[config.mk]
export PLATFORM = sky130hd
export DESIGN_NAME = psram_axi2wb_bridge
export DESIGN_NICKNAME = d
export VERILOG_FILES = /design/src/rtl/psram_axi_pkg.sv /design/src/rtl/psram_axi_addr_gen.sv /design/src/rtl/psram_axi2wb_bridge.sv
export SDC_FILE = /design/constraint.sdc
export NUM_CORES = 1
export LEC_CHECK = 0
export BUFFER_PORTS_ARGS = -buffer_cell sky130_fd_sc_hd__buf_2
export CORE_UTILIZATION = 54
export CTS_BUF_LIST = sky130_fd_sc_hd__clkbuf_16
export DETAILED_ROUTE_END_ITERATION = 16
export MAX_ROUTING_LAYER = met4
export PLACE_DENSITY = 0.91
export SLEW_MARGIN = 0
export SYNTH_ARGS = -nofsm -noshare
export SYNTH_HDL_FRONTEND = slang
export SYNTH_SLANG_ARGS = --single-unit
[constraint.sdc]
create_clock -name clk_i -period 9.5 [get_ports clk_i]
set_input_delay 1.9 -clock clk_i [delete_from_list [all_inputs] [get_ports clk_i]]
set_output_delay 1.9 -clock clk_i [all_outputs]
set_load 0.005 [all_outputs]
[src/rtl/psram_axi_pkg.sv]
// Shared types and helpers for the AXI4-to-Wishbone bridge in front of the PSRAM QPI controller.
package psram_axi_pkg;

  typedef enum logic [2:0] {
    ST_IDLE   = 3'd0,
    ST_RD_WB  = 3'd1,
    ST_RD_RSP = 3'd2,
    ST_WR_DAT = 3'd3,
    ST_WR_WB  = 3'd4,
    ST_WR_RSP = 3'd5
  } state_e;

  localparam logic [1:0] BURST_FIXED = 2'b00;
  localparam logic [1:0] BURST_INCR  = 2'b01;
  localparam logic [1:0] BURST_WRAP  = 2'b10;
  localparam logic [1:0] RESP_OKAY   = 2'b00;

  // Strobe patterns the PSRAM writer can encode as one byte/half/word access
  function automatic logic strb_legal(input logic [3:0] strb);
    logic ok;
    case (strb)
      4'b0001, 4'b0010, 4'b0100, 4'b1000,
      4'b0011, 4'b1100, 4'b1111: ok = 1'b1;
      default:                   ok = 1'b0;
    endcase
    return ok;
  endfunction

  function automatic logic [1:0] lowest_set(input logic [3:0] strb);
    logic [1:0] idx;
    if (strb[0]) begin
      idx = 2'd0;
    end else if (strb[1]) begin
      idx = 2'd1;
    end else if (strb[2]) begin
      idx = 2'd2;
    end else begin
      idx = 2'd3;
    end
    return idx;
  endfunction

endpackage

[src/rtl/psram_axi_addr_gen.sv]
// Next-beat AXI address for FIXED, INCR and WRAP bursts; WRAP with an illegal length steps as INCR.
module psram_axi_addr_gen
  import psram_axi_pkg::*;
#(
  parameter int ADDR_W = 32
) (
  input  logic [ADDR_W-1:0] addr,
  input  logic [2:0]        size,
  input  logic [7:0]        len,
  input  logic [1:0]        burst,
  output logic [ADDR_W-1:0] next_addr
);

  logic [ADDR_W-1:0] one_s;
  logic [ADDR_W-1:0] step_s;
  logic [ADDR_W-1:0] incr_s;
  logic [ADDR_W-1:0] len_ext_s;
  logic [ADDR_W-1:0] mask_s;
  logic              wrap_ok_s;

  assign one_s     = {{(ADDR_W-1){1'b0}}, 1'b1};
  assign step_s    = one_s << size;
  assign incr_s    = addr + step_s;
  assign len_ext_s = {{(ADDR_W-8){1'b0}}, len};
  // Wrap container is (len+1) beats of 2^size bytes; only its low bits roll over
  assign mask_s    = ((len_ext_s + one_s) << size) - one_s;
  assign wrap_ok_s = (len == 8'd1) || (len == 8'd3) || (len == 8'd7) || (len == 8'd15);

  // Select the stepping rule for the burst type
  always_comb begin
    next_addr = incr_s;
    case (burst)
      BURST_FIXED: next_addr = addr;
      BURST_WRAP:  next_addr = wrap_ok_s ? ((addr & ~mask_s) | (incr_s & mask_s)) : incr_s;
      default:     next_addr = incr_s;
    endcase
  end

endmodule

[src/rtl/psram_axi2wb_bridge.sv]
// AXI4 slave to Wishbone classic bridge: one burst in flight, one WB single-word cycle per beat
// (or per byte lane when the strobe cannot be encoded by the PSRAM writer).
module psram_axi2wb_bridge
  import psram_axi_pkg::*;
#(
  parameter int ID_W   = 4,
  parameter int ADDR_W = 32
) (
  input  logic              clk_i,
  input  logic              rst_ni,
  input  logic [ID_W-1:0]   awid,
  input  logic [ADDR_W-1:0] awaddr,
  input  logic [7:0]        awlen,
  input  logic [2:0]        awsize,
  input  logic [1:0]        awburst,
  input  logic              awvalid,
  output logic              awready,
  input  logic [31:0]       wdata,
  input  logic [3:0]        wstrb,
  input  logic              wlast,
  input  logic              wvalid,
  output logic              wready,
  output logic [ID_W-1:0]   bid,
  output logic [1:0]        bresp,
  output logic              bvalid,
  input  logic              bready,
  input  logic [ID_W-1:0]   arid,
  input  logic [ADDR_W-1:0] araddr,
  input  logic [7:0]        arlen,
  input  logic [2:0]        arsize,
  input  logic [1:0]        arburst,
  input  logic              arvalid,
  output logic              arready,
  output logic [ID_W-1:0]   rid,
  output logic [31:0]       rdata,
  output logic [1:0]        rresp,
  output logic              rlast,
  output logic              rvalid,
  input  logic              rready,
  output logic [ADDR_W-1:0] wb_adr_o,
  output logic [31:0]       wb_dat_o,
  input  logic [31:0]       wb_dat_i,
  output logic [3:0]        wb_sel_o,
  output logic              wb_cyc_o,
  output logic              wb_stb_o,
  output logic              wb_we_o,
  input  logic              wb_ack_i
);

  state_e            state_r, state_d_s;
  logic              rd_prio_r, rd_prio_d_s;
  logic [ID_W-1:0]   id_r, id_d_s;
  logic [ADDR_W-1:0] addr_r, addr_d_s, addr_step_s;
  logic [7:0]        len_r, len_d_s, cnt_r, cnt_d_s;
  logic [2:0]        size_r, size_d_s;
  logic [1:0]        burst_r, burst_d_s;
  logic [31:0]       wdata_r, wdata_d_s;
  logic              legal_r, legal_d_s;
  logic [3:0]        pend_r, pend_d_s;
  logic              ar_go_s, aw_go_s, ack_s;

  logic              arready_d_s, awready_d_s, wready_d_s, bvalid_d_s, rvalid_d_s, rlast_d_s;
  logic              stb_d_s, we_d_s;
  logic [ADDR_W-1:0] adr_d_s;
  logic [3:0]        sel_d_s;
  logic [31:0]       dat_d_s;
  logic [1:0]        lane_s;
  logic              unused_s;

  assign unused_s = wlast;
  assign bresp    = RESP_OKAY;
  assign rresp    = RESP_OKAY;

  assign ack_s   = wb_ack_i & wb_stb_o;
  assign ar_go_s = arready & arvalid & (~awvalid | rd_prio_r);
  assign aw_go_s = awready & awvalid & (~arvalid | ~rd_prio_r);

  psram_axi_addr_gen #(.ADDR_W(ADDR_W)) u_addr_gen (
    .addr      (addr_r),
    .size      (size_r),
    .len       (len_r),
    .burst     (burst_r),
    .next_addr (addr_step_s)
  );

  // State, burst context and registered outputs
  always_ff @(posedge clk_i) begin
    if (!rst_ni) begin
      state_r   <= ST_IDLE;
      rd_prio_r <= 1'b1;
      id_r      <= '0;
      addr_r    <= '0;
      len_r     <= 8'd0;
      cnt_r     <= 8'd0;
      size_r    <= 3'd0;
      burst_r   <= 2'b00;
      wdata_r   <= 32'd0;
      legal_r   <= 1'b0;
      pend_r    <= 4'd0;
      arready   <= 1'b0;
      awready   <= 1'b0;
      wready    <= 1'b0;
      bvalid    <= 1'b0;
      bid       <= '0;
      rvalid    <= 1'b0;
      rlast     <= 1'b0;
      rid       <= '0;
      rdata     <= 32'd0;
      wb_cyc_o  <= 1'b0;
      wb_stb_o  <= 1'b0;
      wb_we_o   <= 1'b0;
      wb_adr_o  <= '0;
      wb_sel_o  <= 4'd0;
      wb_dat_o  <= 32'd0;
    end else begin
      state_r   <= state_d_s;
      rd_prio_r <= rd_prio_d_s;
      id_r      <= id_d_s;
      addr_r    <= addr_d_s;
      len_r     <= len_d_s;
      cnt_r     <= cnt_d_s;
      size_r    <= size_d_s;
      burst_r   <= burst_d_s;
      wdata_r   <= wdata_d_s;
      legal_r   <= legal_d_s;
      pend_r    <= pend_d_s;
      arready   <= arready_d_s;
      awready   <= awready_d_s;
      wready    <= wready_d_s;
      bvalid    <= bvalid_d_s;
      bid       <= id_d_s;
      rvalid    <= rvalid_d_s;
      rlast     <= rlast_d_s;
      rid       <= id_d_s;
      rdata     <= (state_r == ST_RD_WB && ack_s) ? wb_dat_i : rdata;
      wb_cyc_o  <= stb_d_s;
      wb_stb_o  <= stb_d_s;
      wb_we_o   <= we_d_s;
      wb_adr_o  <= adr_d_s;
      wb_sel_o  <= sel_d_s;
      wb_dat_o  <= dat_d_s;
    end
  end

  // Next state and burst bookkeeping
  always_comb begin
    state_d_s   = state_r;
    rd_prio_d_s = rd_prio_r;
    id_d_s      = id_r;
    addr_d_s    = addr_r;
    len_d_s     = len_r;
    cnt_d_s     = cnt_r;
    size_d_s    = size_r;
    burst_d_s   = burst_r;
    wdata_d_s   = wdata_r;
    legal_d_s   = legal_r;
    pend_d_s    = pend_r;
    case (state_r)
      ST_IDLE: begin
        if (ar_go_s) begin
          state_d_s   = ST_RD_WB;
          id_d_s      = arid;
          addr_d_s    = araddr;
          len_d_s     = arlen;
          cnt_d_s     = arlen;
          size_d_s    = arsize;
          burst_d_s   = arburst;
          rd_prio_d_s = awvalid ? 1'b0 : rd_prio_r;
        end else if (aw_go_s) begin
          state_d_s   = ST_WR_DAT;
          id_d_s      = awid;
          addr_d_s    = awaddr;
          len_d_s     = awlen;
          cnt_d_s     = awlen;
          size_d_s    = awsize;
          burst_d_s   = awburst;
          rd_prio_d_s = arvalid ? 1'b1 : rd_prio_r;
        end else begin
          state_d_s = ST_IDLE;
        end
      end
      ST_RD_WB: begin
        if (ack_s) begin
          state_d_s = ST_RD_RSP;
        end else begin
          state_d_s = ST_RD_WB;
        end
      end
      ST_RD_RSP: begin
        if (rvalid && rready) begin
          if (cnt_r == 8'd0) begin
            state_d_s = ST_IDLE;
          end else begin
            state_d_s = ST_RD_WB;
            cnt_d_s   = cnt_r - 8'd1;
            addr_d_s  = addr_step_s;
          end
        end else begin
          state_d_s = ST_RD_RSP;
        end
      end
      ST_WR_DAT: begin
        if (wready && wvalid) begin
          wdata_d_s = wdata;
          legal_d_s = strb_legal(wstrb);
          pend_d_s  = wstrb;
          // An empty strobe completes the beat without touching the bus
          if (wstrb != 4'd0) begin
            state_d_s = ST_WR_WB;
          end else if (cnt_r == 8'd0) begin
            state_d_s = ST_WR_RSP;
          end else begin
            state_d_s = ST_WR_DAT;
            cnt_d_s   = cnt_r - 8'd1;
            addr_d_s  = addr_step_s;
          end
        end else begin
          state_d_s = ST_WR_DAT;
        end
      end
      ST_WR_WB: begin
        if (ack_s) begin
          pend_d_s = pend_r & ~wb_sel_o;
          if (pend_d_s != 4'd0) begin
            state_d_s = ST_WR_WB;
          end else if (cnt_r == 8'd0) begin
            state_d_s = ST_WR_RSP;
          end else begin
            state_d_s = ST_WR_DAT;
            cnt_d_s   = cnt_r - 8'd1;
            addr_d_s  = addr_step_s;
          end
        end else begin
          state_d_s = ST_WR_WB;
        end
      end
      ST_WR_RSP: begin
        if (bvalid && bready) begin
          state_d_s = ST_IDLE;
        end else begin
          state_d_s = ST_WR_RSP;
        end
      end
      default: state_d_s = ST_IDLE;
    endcase
  end

  // Output values for the next cycle, derived from the upcoming state
  always_comb begin
    arready_d_s = (state_d_s == ST_IDLE);
    awready_d_s = (state_d_s == ST_IDLE);
    wready_d_s  = (state_d_s == ST_WR_DAT);
    bvalid_d_s  = (state_d_s == ST_WR_RSP);
    rvalid_d_s  = (state_d_s == ST_RD_RSP);
    rlast_d_s   = (state_d_s == ST_RD_RSP) && (cnt_d_s == 8'd0);
    lane_s      = lowest_set(pend_d_s);
    stb_d_s     = 1'b0;
    we_d_s      = 1'b0;
    adr_d_s     = wb_adr_o;
    sel_d_s     = wb_sel_o;
    dat_d_s     = wb_dat_o;
    if (state_d_s == ST_RD_WB) begin
      stb_d_s = 1'b1;
      adr_d_s = {addr_d_s[ADDR_W-1:2], 2'b00};
      sel_d_s = 4'b1111;
    end else if (state_d_s == ST_WR_WB) begin
      // An ack that leaves lanes pending inserts one idle bus cycle before the next lane
      if (state_r == ST_WR_WB && ack_s) begin
        stb_d_s = 1'b0;
      end else begin
        stb_d_s = 1'b1;
        we_d_s  = 1'b1;
        adr_d_s = {addr_d_s[ADDR_W-1:2], lane_s};
        sel_d_s = legal_d_s ? pend_d_s : (4'b0001 << lane_s);
        dat_d_s = wdata_d_s;
      end
    end else begin
      stb_d_s = 1'b0;
    end
  end

endmodule

# Word level (Yosys, flattened, before mapping)
# Cells that the tools add are included.
word_totals:
  ramBits: 0
  mem_bits_ro: 0
  in_bits: 175
  memories: 0
  out_inout_bits: 121
  latchBits: 0
  regBits: 205
  elab_cells: 173
op_classes:
  shifts: 3
  bitwise: 19
  n_div: 0
  n_addsub: 4
  n_lt_le_gt_ge: 0
  n_reduce_logical: 28
  n_eq_ne: 30
  n_mux: 65
  n_mul: 0
op_table:
  columns: ["op", "n"]
  rows:
  - ["32-bit two-way mux", 14]
  - ["32-bit case mux with 4 select lines", 1]
  - ["8-bit two-way mux", 10]
  - ["32-bit AND", 2]
  - ["32-bit case mux with 2 select lines", 1]
  - ["32-bit adder", 1]
  - ["4-bit two-way mux", 8]
  - ["32-bit NOT", 1]
  - ["32-bit OR", 1]
  - ["8-bit case mux with 4 select lines", 1]
  - ["1-bit by 3-bit << shifter with 32-bit output, first input constant", 1]
  - ["32-bit by 3-bit << shifter with 32-bit output", 1]
  - ["32-bit by 1-bit subtractor with 32-bit output, second input constant", 1]
  - ["3-bit two-way mux", 9]
  - ["3-bit case mux with 6 select lines", 1]
  - ["8-bit logical NOT", 2]
  - ["2-bit two-way mux", 7]
  - ["2-bit != test, second input constant", 7]
  - ["3-bit by 2-bit == test with 1-bit output, second input constant", 4]
  - ["3-bit == test, second input constant", 4]
  - ["4-bit == test, second input constant", 3]
  - ["1-bit two-way mux", 12]
  - ["4-bit nonzero test", 3]
  - ["8-bit by 1-bit adder with 9-bit output, second input constant", 1]
  - ["other kinds (29)", 53]

# Longest topological paths before layout
# Gate-level depths: netlist of the first run.
logic_depth:
  ltp_word: 15
  depth_mapped: 17
  mapped_depth_nobuf: 16

# By module
# Synthesis of the first run repeated with hierarchy kept, for this count alone.
unflattened:
  cells_unflattened: 1342
  area_unflattened_um2: 11298.3
modules_own_cells:
  columns: ["module", "area_each_um2", "instances", "cells_per_inst"]
  rows:
  - ["psram_axi2wb_bridge", 8739.6, 1, 974]
  - ["psram_axi_addr_gen", 2558.7, 1, 368]

# Least setup slack after synthesis of the first run
# OpenSTA, ideal clock, no wires.
synth_timing:
  path_kind: "input-to-reg"
  from: "input wstrb[0]"
  to: "register rlast"
  t_required_ns: 9.404
  stages: 9
  slack_ns: 5.118
  n_path_buf: 0
  arrival_time_ns: 4.286
  cell_sequence: "nor4_2 > nand3_1 > a21o_1 > or3_1 > a21oi_1 > o21ai_0 > a221o_1 > or4_1 > nor4b_1"
synth_via:
  elab_chain_len: 6
synth_lines:
  columns: ["element", "line_no", "rtl"]
  rows:
  - ["from (decl)", "psram_axi2wb_bridge.sv:19", "input logic [3:0] wstrb,"]
  - ["4-bit nonzero test (*)", "psram_axi2wb_bridge.sv:208", "if (wstrb != 4'd0) begin"]
  - ["3-bit two-way mux or 8-bit two-way mux (tied branches)", "psram_axi2wb_bridge.sv:208", null]
  - ["3-bit two-way mux or 8-bit two-way mux (tied branches)", "psram_axi2wb_bridge.sv:203", "if (wready && wvalid) begin"]
  - ["3-bit case mux with 6 select lines or 8-bit case mux with 4 select lines (tied branches)", "psram_axi2wb_bridge.sv:158", "case (state_r)"]
  - ["3-bit by 2-bit == test with 1-bit output or 8-bit logical NOT (tied branches)", "psram_axi2wb_bridge.sv:255", "rlast_d_s = (state_d_s == ST_RD_RSP) && (cnt_d_s == 8'd0);"]
  - ["1-bit logical AND (*)", "psram_axi2wb_bridge.sv:255", null]
  - ["to (signal assigned)", "psram_axi2wb_bridge.sv:133", "rlast <= rlast_d_s;"]
  - ["to (decl)", "psram_axi2wb_bridge.sv:37", "output logic rlast,"]
# Every way passes the cells marked *; elsewhere a longest branch is shown, timed or not.
# A chain may end at the register's enable or synchronous reset.

# Worst setup path in the final report of the first run
layout_timing:
  from: "input wvalid"
  to: "register wb_adr_o[28]"
layout_via:
  elab_chain_len: 6
layout_lines:
  columns: ["element", "line_no", "rtl"]
  rows:
  - ["from (decl)", "psram_axi2wb_bridge.sv:21", "input logic wvalid,"]
  - ["1-bit logical AND (*)", "psram_axi2wb_bridge.sv:203", null]
  - ["3-bit two-way mux or 32-bit two-way mux (tied branches)", "psram_axi2wb_bridge.sv:203", null]
  - ["3-bit case mux with 6 select lines or 32-bit case mux with 4 select lines (tied branches)", "psram_axi2wb_bridge.sv:158", null]
  - ["3-bit by 1-bit == test with 1-bit output, or another cell as far along", "psram_axi2wb_bridge.sv:262", "if (state_d_s == ST_RD_WB) begin"]
  - ["2-bit != test (no source line), or another cell as far along", null, null]
  - ["2-bit AND reduction (no source line) or 32-bit two-way mux (tied branches)", null, null]
  - ["to (signal assigned)", "psram_axi2wb_bridge.sv:139", "wb_adr_o <= adr_d_s;"]
  - ["to (decl)", "psram_axi2wb_bridge.sv:40", "output logic [ADDR_W-1:0] wb_adr_o,"]
# Every way passes the cells marked *; elsewhere a longest branch is shown, timed or not. The select of a mux whose other input is x is not followed.

==> insert_results.sql, run 1 <==
INSERT INTO impl_metrics (metric_group, metric, value, unit) VALUES
('status', 'outcome', 'completed', ''),
('worst_setup_path', 'crit_top_cell', 'buf_4', ''),
('worst_setup_path', 'critical_path.cell_chain', 'buf_2 -> nand2_1 -> nor2_4 -> buf_4 -> o21ai_0 -> nand3_1 -> nor4b_4 -> buf_4 -> or2_2 -> mux2_2 -> o311a_1', ''),
('clocking', 'tritoncts', 'yes', ''),
('yosys', 'yosysWarnings', '0', ''),
('floorplanning', 'io_pins', '296', ''),
('min_path', 'min-delay-path-class', 'register to register', ''),
('floorplanning', 'core_area', '21000', 'um2'),
('clocking', 'cts.repair_timing.setup_buffer_count', '0', ''),
('placement', 'port-buffer-count', '290', ''),
('clocking', 'holdBufCountCts', '0', ''),
('clocking', 'clock_sinks', '205', ''),
('grt', 'initial_antenna_violation_count', '0', ''),
('grt', 'grt.overflow.total', '0', ''),
('yosys', 'netlist_instances', '1534', ''),
('timing', 'timing.setup.tns', '0', 'ns'),
('yosys', 'synth-async-reset-ratio', '0', '%'),
('finish', 'antenna_cells_inserted', '0', ''),
('yosys', 'yosys-top-cells-area', 'dfxtp_1 (36%), nand2_1 (7.2%), nor2_1 (6.4%), a21oi_1 (6.0%), mux2i_1 (3.7%)', ''),
('yosys', 'synth_sequential_area_ratio', '35.6', '%'),
('detailed_routing', 'finalWirelength', '39.4', 'mm'),
('timing', 'min_period_over_period', '51.5', '%'),
('yosys', 'cell_area_after_synthesis', '11500', 'um2'),
('finish', 'drive_gt1_share', '22.0', '%'),
('floorplanning', 'starting_density', '55.1', '%'),
('worst_setup_path', 'start_kind', 'primary input', ''),
('timing', 'worst_pin_slew', '0.992', 'ns'),
('worst_setup_path', 'worst-path-max-fanout', '79', ''),
('timing', 'fin_crit', '4.89', 'ns'),
('detailed_routing', 'routed_wire_length_per_instance', '19.3', 'um'),
('timing', 'clock_skew', '0.0204', 'ns'),
('timing', 'number_of_endpoints_failing_setup_at_the_final_stage', '0', ''),
('worst_setup_path', 'critical_path_arrival', '5.32', 'ns'),
('worst_setup_path', 'timing.critical_path.to_type', 'register', ''),
('clocking', 'insertion_delay', '0.54', 'ns'),
('timing', 'grt_setup_unrepaired', 'no', ''),
('power_and_ir_drop', 'power-per-cell-area', '283', 'nW/um2'),
('power_and_ir_drop', 'post-layout-total-power', '0.00389', 'W'),
('finish', 'finish.net_count', '1934', ''),
('detailed_routing', 'detailroute.via_count', '12591', ''),
('clocking', 'cts.clk_slew.worst_paths', '0.06', 'ns'),
('worst_setup_path', 'critPathBufInv', '3', ''),
('finish', 'fill_cells', '1798', ''),
('yosys', 'ys.flop_type', 'dfxtp_1', ''),
('timing', 'fin_worst_hold_slack', '0.451', 'ns'),
('yosys', 'synth-seq-cells', '205', ''),
('clocking', 'cts-root-to-sink-buffers', '3', ''),
('yosys', 'synth_area_leader_cell', 'dfxtp_1', ''),
('clocking', 'cts.htree.levels', '1', ''),
('detailed_routing', 'route.antenna.remaining_nets', '0', ''),
('clocking', 'cts.root.buffer_cell', 'clkbuf_16', ''),
('timing', 'final-hold-violation-count', '0', ''),
('yosys', 'synth.cells.most_frequent', 'nand2_1 (221), dfxtp_1 (205), nor2_1 (197)', ''),
('worst_setup_path', 'cpMaxStageDelayCell', 'or2_2', ''),
('placement', 'dpl.hpwl', '26.9', 'mm'),
('clocking', 'cts_repair_resize_count', '0', ''),
('floorplanning', 'std_cell_rows', '53', ''),
('grt', 'global_route.usage.total', '35.3', '%'),
('grt', 'grt_max_degree', '80', ''),
('worst_setup_path', 'critPathTopFamily', 'simple AND/OR/NAND/NOR gates', ''),
('floorplanning', 'die_height', '148', 'um'),
('placement', 'replace_congestion', '0.992', ''),
('finish', 'layout_overhead_on_the_synthesized_area', '19.0', '%'),
('timing', 'max-slew-margin-rel', '33.8', '%'),
('worst_setup_path', 'critical_path_class', 'primary input to register', ''),
('yosys', 'synth.most_common_cell', 'nand2_1', ''),
('detailed_routing', 'drc', '0', ''),
('clocking', 'number_of_buffers_inserted_during_clock_tree_synthesis', '23', ''),
('grt', 'grt_pass1_wl', '60.7', 'mm'),
('detailed_routing', 'drt_first_iter_violations', '1180', ''),
('yosys', 'synth_cell_types', '80', '');
registers in the layout (all words and copies together), names as in the netlist, 2 cells and up:
signal,cells
wb_adr_o,32
cnt_r,8
size_r,3
id_r,4
len_r,8
state_r,3
wb_dat_o,32
pend_r,4
wdata_r,32
addr_r,32
rdata,32
burst_r,2
wb_sel_o,4
worst paths after layout:
check / startpoint / endpoint / slack, ns / depth (start not counted)
setup reg to reg: len_r[0] / wb_adr_o[15] / 4.87 / 15
hold / removal: rdata[6] / rdata[6] / 0.45 / 2
setup / recovery: wvalid / wb_adr_o[28] / 4.61 / 11
hold reg to reg: rdata[6] / rdata[6] / 0.45 / 2
logic make-up after synthesis:
group / Yosys count / synth area share [%]
compound gates: 463 / 26.6
xor+xnor: 19 / 1.44
fa+ha+maj: 14 / 1.58
buf+inv: 156 / 5.62
flops: 205 / 35.6
mux: 48 / 4.22
other cells: 1 / 0.0325
simple gates: 628 / 24.9
through the flow:
step	util (%)	setup WS [ns]	cell area, um2	cells
finish	65.5	4.61	13700	2037
CTS	65.5	4.67	13700	2037
global route	65.5	4.39	13700	2037
detailed placement	62.0	4.16	13000	1995
global placement	62.0	4.22	13000	1995
floorplan	-	5.12	11500	1537
area by class of cell:
class                   count  area [um2]  area share [%]
clock buffers              23         576            4.19
clock inverters            19         161            1.18
inverters                  29         111           0.811
multi-input cells        1176        6830            49.8
flip-flops and latches    205        4100            29.9
well taps                 275         344            2.51
repair buffers            310        1600            11.7
worst register-to-register path, delay by kind of cell, from the launching register on:
| family | cells | cell delay, ns |
|---|---|---|
| DFF | 1 | 0.65 |
| and+or+nand+nor | 5 | 1.47 |
| AOI/OAI and AO/OA | 8 | 1.71 |
| adders and majority gates | 2 | 0.67 |
power by group:
| group | internal [W] | switching (W) |
|---|---|---|
| logic | 0.000640 | 0.00114 |
| clock network | 0.000501 | 0.000381 |
| registers | 0.00101 | 0.000217 |
| total | 0.00215 | 0.00174 |
metal layers:
metal  global-route usage (%)  share of wire, %
met3                     6.23                10
met4                     13.7               3.6
met1                     44.0                40
met2                     56.5                46
met5                        -                 0
cells in the final DEF, fill, tap and decap left out, types with 7 or more instances in the layout:
master,count
o21ai_0,74
xnor2_1,8
o22ai_1,15
nand2b_1,16
buf_4,20
ha_1,13
o21a_1,12
a211oi_1,45
or2_2,11
clkbuf_16,23
dfxtp_1,205
o211a_1,9
mux2i_1,43
and2_1,25
a31oi_1,33
o31a_1,7
a21oi_1,138
a21o_1,11
and3_1,19
nor2_1,193
xor2_1,11
inv_1,31
or3_1,12
nand2_1,221
nor4_1,7
nand4_1,12
buf_2,290
o31ai_1,10
nor2b_1,9
o211ai_1,9
a311oi_1,23
nor3_1,24
nand3_1,42
No activity file was read; power rests on OpenSTA's default activity.
==> run 2: changes to the inputs <==
- CORE_UTILIZATION: 54 -> 49
- PLACE_DENSITY: 0.91 -> 0.88
- clock period: 9.5 -> 4.02 ns (I/O delays scaled with it)
==> run 2 against run 1 <==
  * Count of clock-buffer cells in the layout unchanged
  * Flip-flop and latch count unchanged
  * Wire length decreased by 0.18%
  * Clock power grew 120%
  * Combinational power increased to 2.6 times the previous value
  * Final cell count is 4.7% higher
  * Design area is 3.3% higher
  * Global-route usage fell by 2.5 points
  * Non-clock buffer count up 57
  * Worst setup slack got worse by 4.4 ns
  * Worst hold slack got worse by 0.0033 ns
  * Critical endpoint is now wb_adr_o[15]
==> insert_results.sql, run 2 (synthesis gave the netlist of run 1 again) <==
INSERT INTO impl_metrics (metric_group, metric, value, unit) VALUES
('clocking', 'cts_repair_resize_count', '0', ''),
('worst_setup_path', 'timing.critical_path.to_type', 'register', ''),
('grt', 'global_route.usage.total', '32.7', '%'),
('worst_setup_path', 'critical_path.cell_chain', 'ha_1 -> and3_4 -> or3_1 -> a41o_1 -> a311o_1 -> a21o_1 -> nor3_1 -> and4_1 -> ha_1 -> nand3_1 -> a21oi_1 -> nor3_1 -> o21ai_0 -> a222oi_1 -> a211oi_1', ''),
('detailed_routing', 'detail_route.first_pass.iterations', '8', ''),
('worst_setup_path', 'cpMaxStageDelayCell', 'a222oi_1', ''),
('placement', 'port-buffer-count', '290', ''),
('timing', 'final-hold-violation-count', '0', ''),
('power_and_ir_drop', 'power-per-cell-area', '660', 'nW/um2'),
('grt', 'grt_pass1_wl', '61.7', 'mm'),
('finish', 'finish.net_count', '1991', ''),
('finish', 'drive_gt1_share', '24.4', '%'),
('worst_setup_path', 'cp.required', '4.38', 'ns'),
('clocking', 'cts.repair_timing.setup_buffer_count', '0', ''),
('worst_setup_path', 'critical_path_class', 'register to register', ''),
('floorplanning', 'die_width', '155', 'um'),
('detailed_routing', 'detailroute.via_count', '12599', ''),
('power_and_ir_drop', 'p_leak', '5.93', 'nW'),
('timing', 'fin_worst_hold_slack', '0.448', 'ns'),
('status', 'outcome', 'completed', ''),
('floorplanning', 'starting_density', '50.5', '%'),
('floorplanning', 'std_cell_rows', '55', ''),
('timing', 'max-slew-margin-rel', '32.0', '%'),
('clocking', 'insertion_delay', '0.52', 'ns'),
('worst_setup_path', 'cp_slowest_stage_delay', '0.36', 'ns'),
('finish', 'layout_overhead_on_the_synthesized_area', '22.9', '%'),
('clocking', 'clock_sinks', '205', ''),
('worst_setup_path', 'critical_path_arrival', '4.16', 'ns'),
('floorplanning', 'io_pins', '296', ''),
('finish', 'final-instance-count-excl-fill', '2133', ''),
('timing', 'timing.setup.tns', '0', 'ns'),
('clocking', 'holdBufCountCts', '0', ''),
('detailed_routing', 'drt_first_iter_violations', '1184', ''),
('floorplanning', 'die_height', '155', 'um'),
('timing', 'worst_pin_slew', '1.02', 'ns'),
('timing', 'number_of_endpoints_failing_setup_at_the_final_stage', '0', ''),
('floorplanning', 'floorplan.die_area', '24200', 'um2'),
('worst_setup_path', 'worst-path-max-fanout', '7', ''),
('timing', 'maximum_clock_frequency', '263', 'MHz'),
('grt', 'grt.overflow.total', '0', ''),
('detailed_routing', 'route.antenna.remaining_nets', '0', ''),
('detailed_routing', 'routed_via_density', '5.91', ''),
('grt', 'initial_antenna_violation_count', '2', ''),
('worst_setup_path', 'start_kind', 'register', ''),
('clocking', 'cts.htree.levels', '1', ''),
('finish', 'stdcell_area', '14200', 'um2'),
('run', 'drv_cap', '0', ''),
('placement', 'placedInstanceArea', '13500', 'um2'),
('placement', 'placed_cells_incl_taps', '2090', ''),
('detailed_routing', 'finalWirelength', '39.3', 'mm'),
('placement', 'dpl.hpwl', '28.4', 'mm'),
('min_path', 'min-delay-path-class', 'register to register', ''),
('finish', 'postLayoutCoreUtil', '62.1', '%'),
('timing', 'grt_setup_unrepaired', 'no', ''),
('placement', 'replace_congestion', '0.994', ''),
('clocking', 'cts.clk_slew.worst_paths', '0.06', 'ns'),
('grt', 'grt_max_degree', '84', ''),
('floorplanning', 'core_area', '22800', 'um2'),
('timing', 'clock_skew', '0.0100', 'ns'),
('timing', 'min_period_over_period', '94.6', '%'),
('clocking', 'tritoncts', 'yes', ''),
('detailed_routing', 'drc', '0', ''),
('clocking', 'cts.root.buffer_cell', 'clkbuf_16', ''),
('detailed_routing', 'routed_wire_length_per_instance', '18.4', 'um'),
('power_and_ir_drop', 'ir_worst_vdd', '0.388', 'mV'),
('clocking', 'cts-root-to-sink-buffers', '3', ''),
('clocking', 'number_of_buffers_inserted_during_clock_tree_synthesis', '23', ''),
('finish', 'mostFrequentLayoutCell', 'buf_2', ''),
('timing', 'maxSlewViolCount', '0', ''),
('timing', 'fin_crit', '3.80', 'ns'),
('finish', 'most-common-layout-cells', 'buf_2 (290), nand2_1 (221), dfxtp_1 (203)', ''),
('grt', 'number_of_global_route_vias_before_repair', '11997', '');
==> run 2: cell types whose count changed in the layout (fill, tap and decap cells not counted), sizes merged <==
cell      change
bufinv        -1
buf          +57
diode         +3
clkinvlp      -1
==> run 2: report_power, final <==
group          total, W  switching [W]  internal, W
logic           0.00457        0.00283      0.00174
clock network   0.00196       0.000855      0.00111
registers       0.00283       0.000446      0.00239
total           0.00936        0.00413      0.00523
==> run 2: critical path: cells and delay by family (launching register included) <==
kind	cells	cell delay (ns)
adders and majority gates	2	0.50
AOI/OAI and AO/OA	7	1.41
and+or+nand+nor	6	1.40
DFF	1	0.31
==> run 2: per-layer routing <==
metal	vias to the layer above	part of all wire [%]	track usage, %
met5	-	0	-
met4	0	3.1	11.2
met3	89	9.7	5.43
met2	640	46	51.8
met1	5832	42	42.3
li1	6038	-	-
==> run 2: final timing paths <==
check,start,end,slack (ns),cells after the start
setup / recovery,len_r[0],wb_adr_o[15],0.22,15
hold / removal,rdata[2],rdata[2],0.45,2
setup reg to reg,len_r[0],wb_adr_o[15],0.22,15
hold reg to reg,rdata[2],rdata[2],0.45,2
==> run 2: final cells by class <==
cell class                 count  area [um2]
fill                        2046        8660
multi-input combinational   1176        6850
sequential                   205        4110
timing repair buffer         367        2030
clock buffer                  23         576
tap                          313         392
clock inverter                17         118
inverter                      29         111
antenna                        3        7.51
==> run 2: through the flow <==
stage / setup WS (ns) / power, W
after CTS: 0.0922 / 0.00926
after global placement: 0.258 / 0.00718
after detailed placement: 0.179 / 0.00727
after floorplan: 0.345 / 0.00568
final: 0.219 / 0.00936
after global routing: 0.0154 / 0.00990
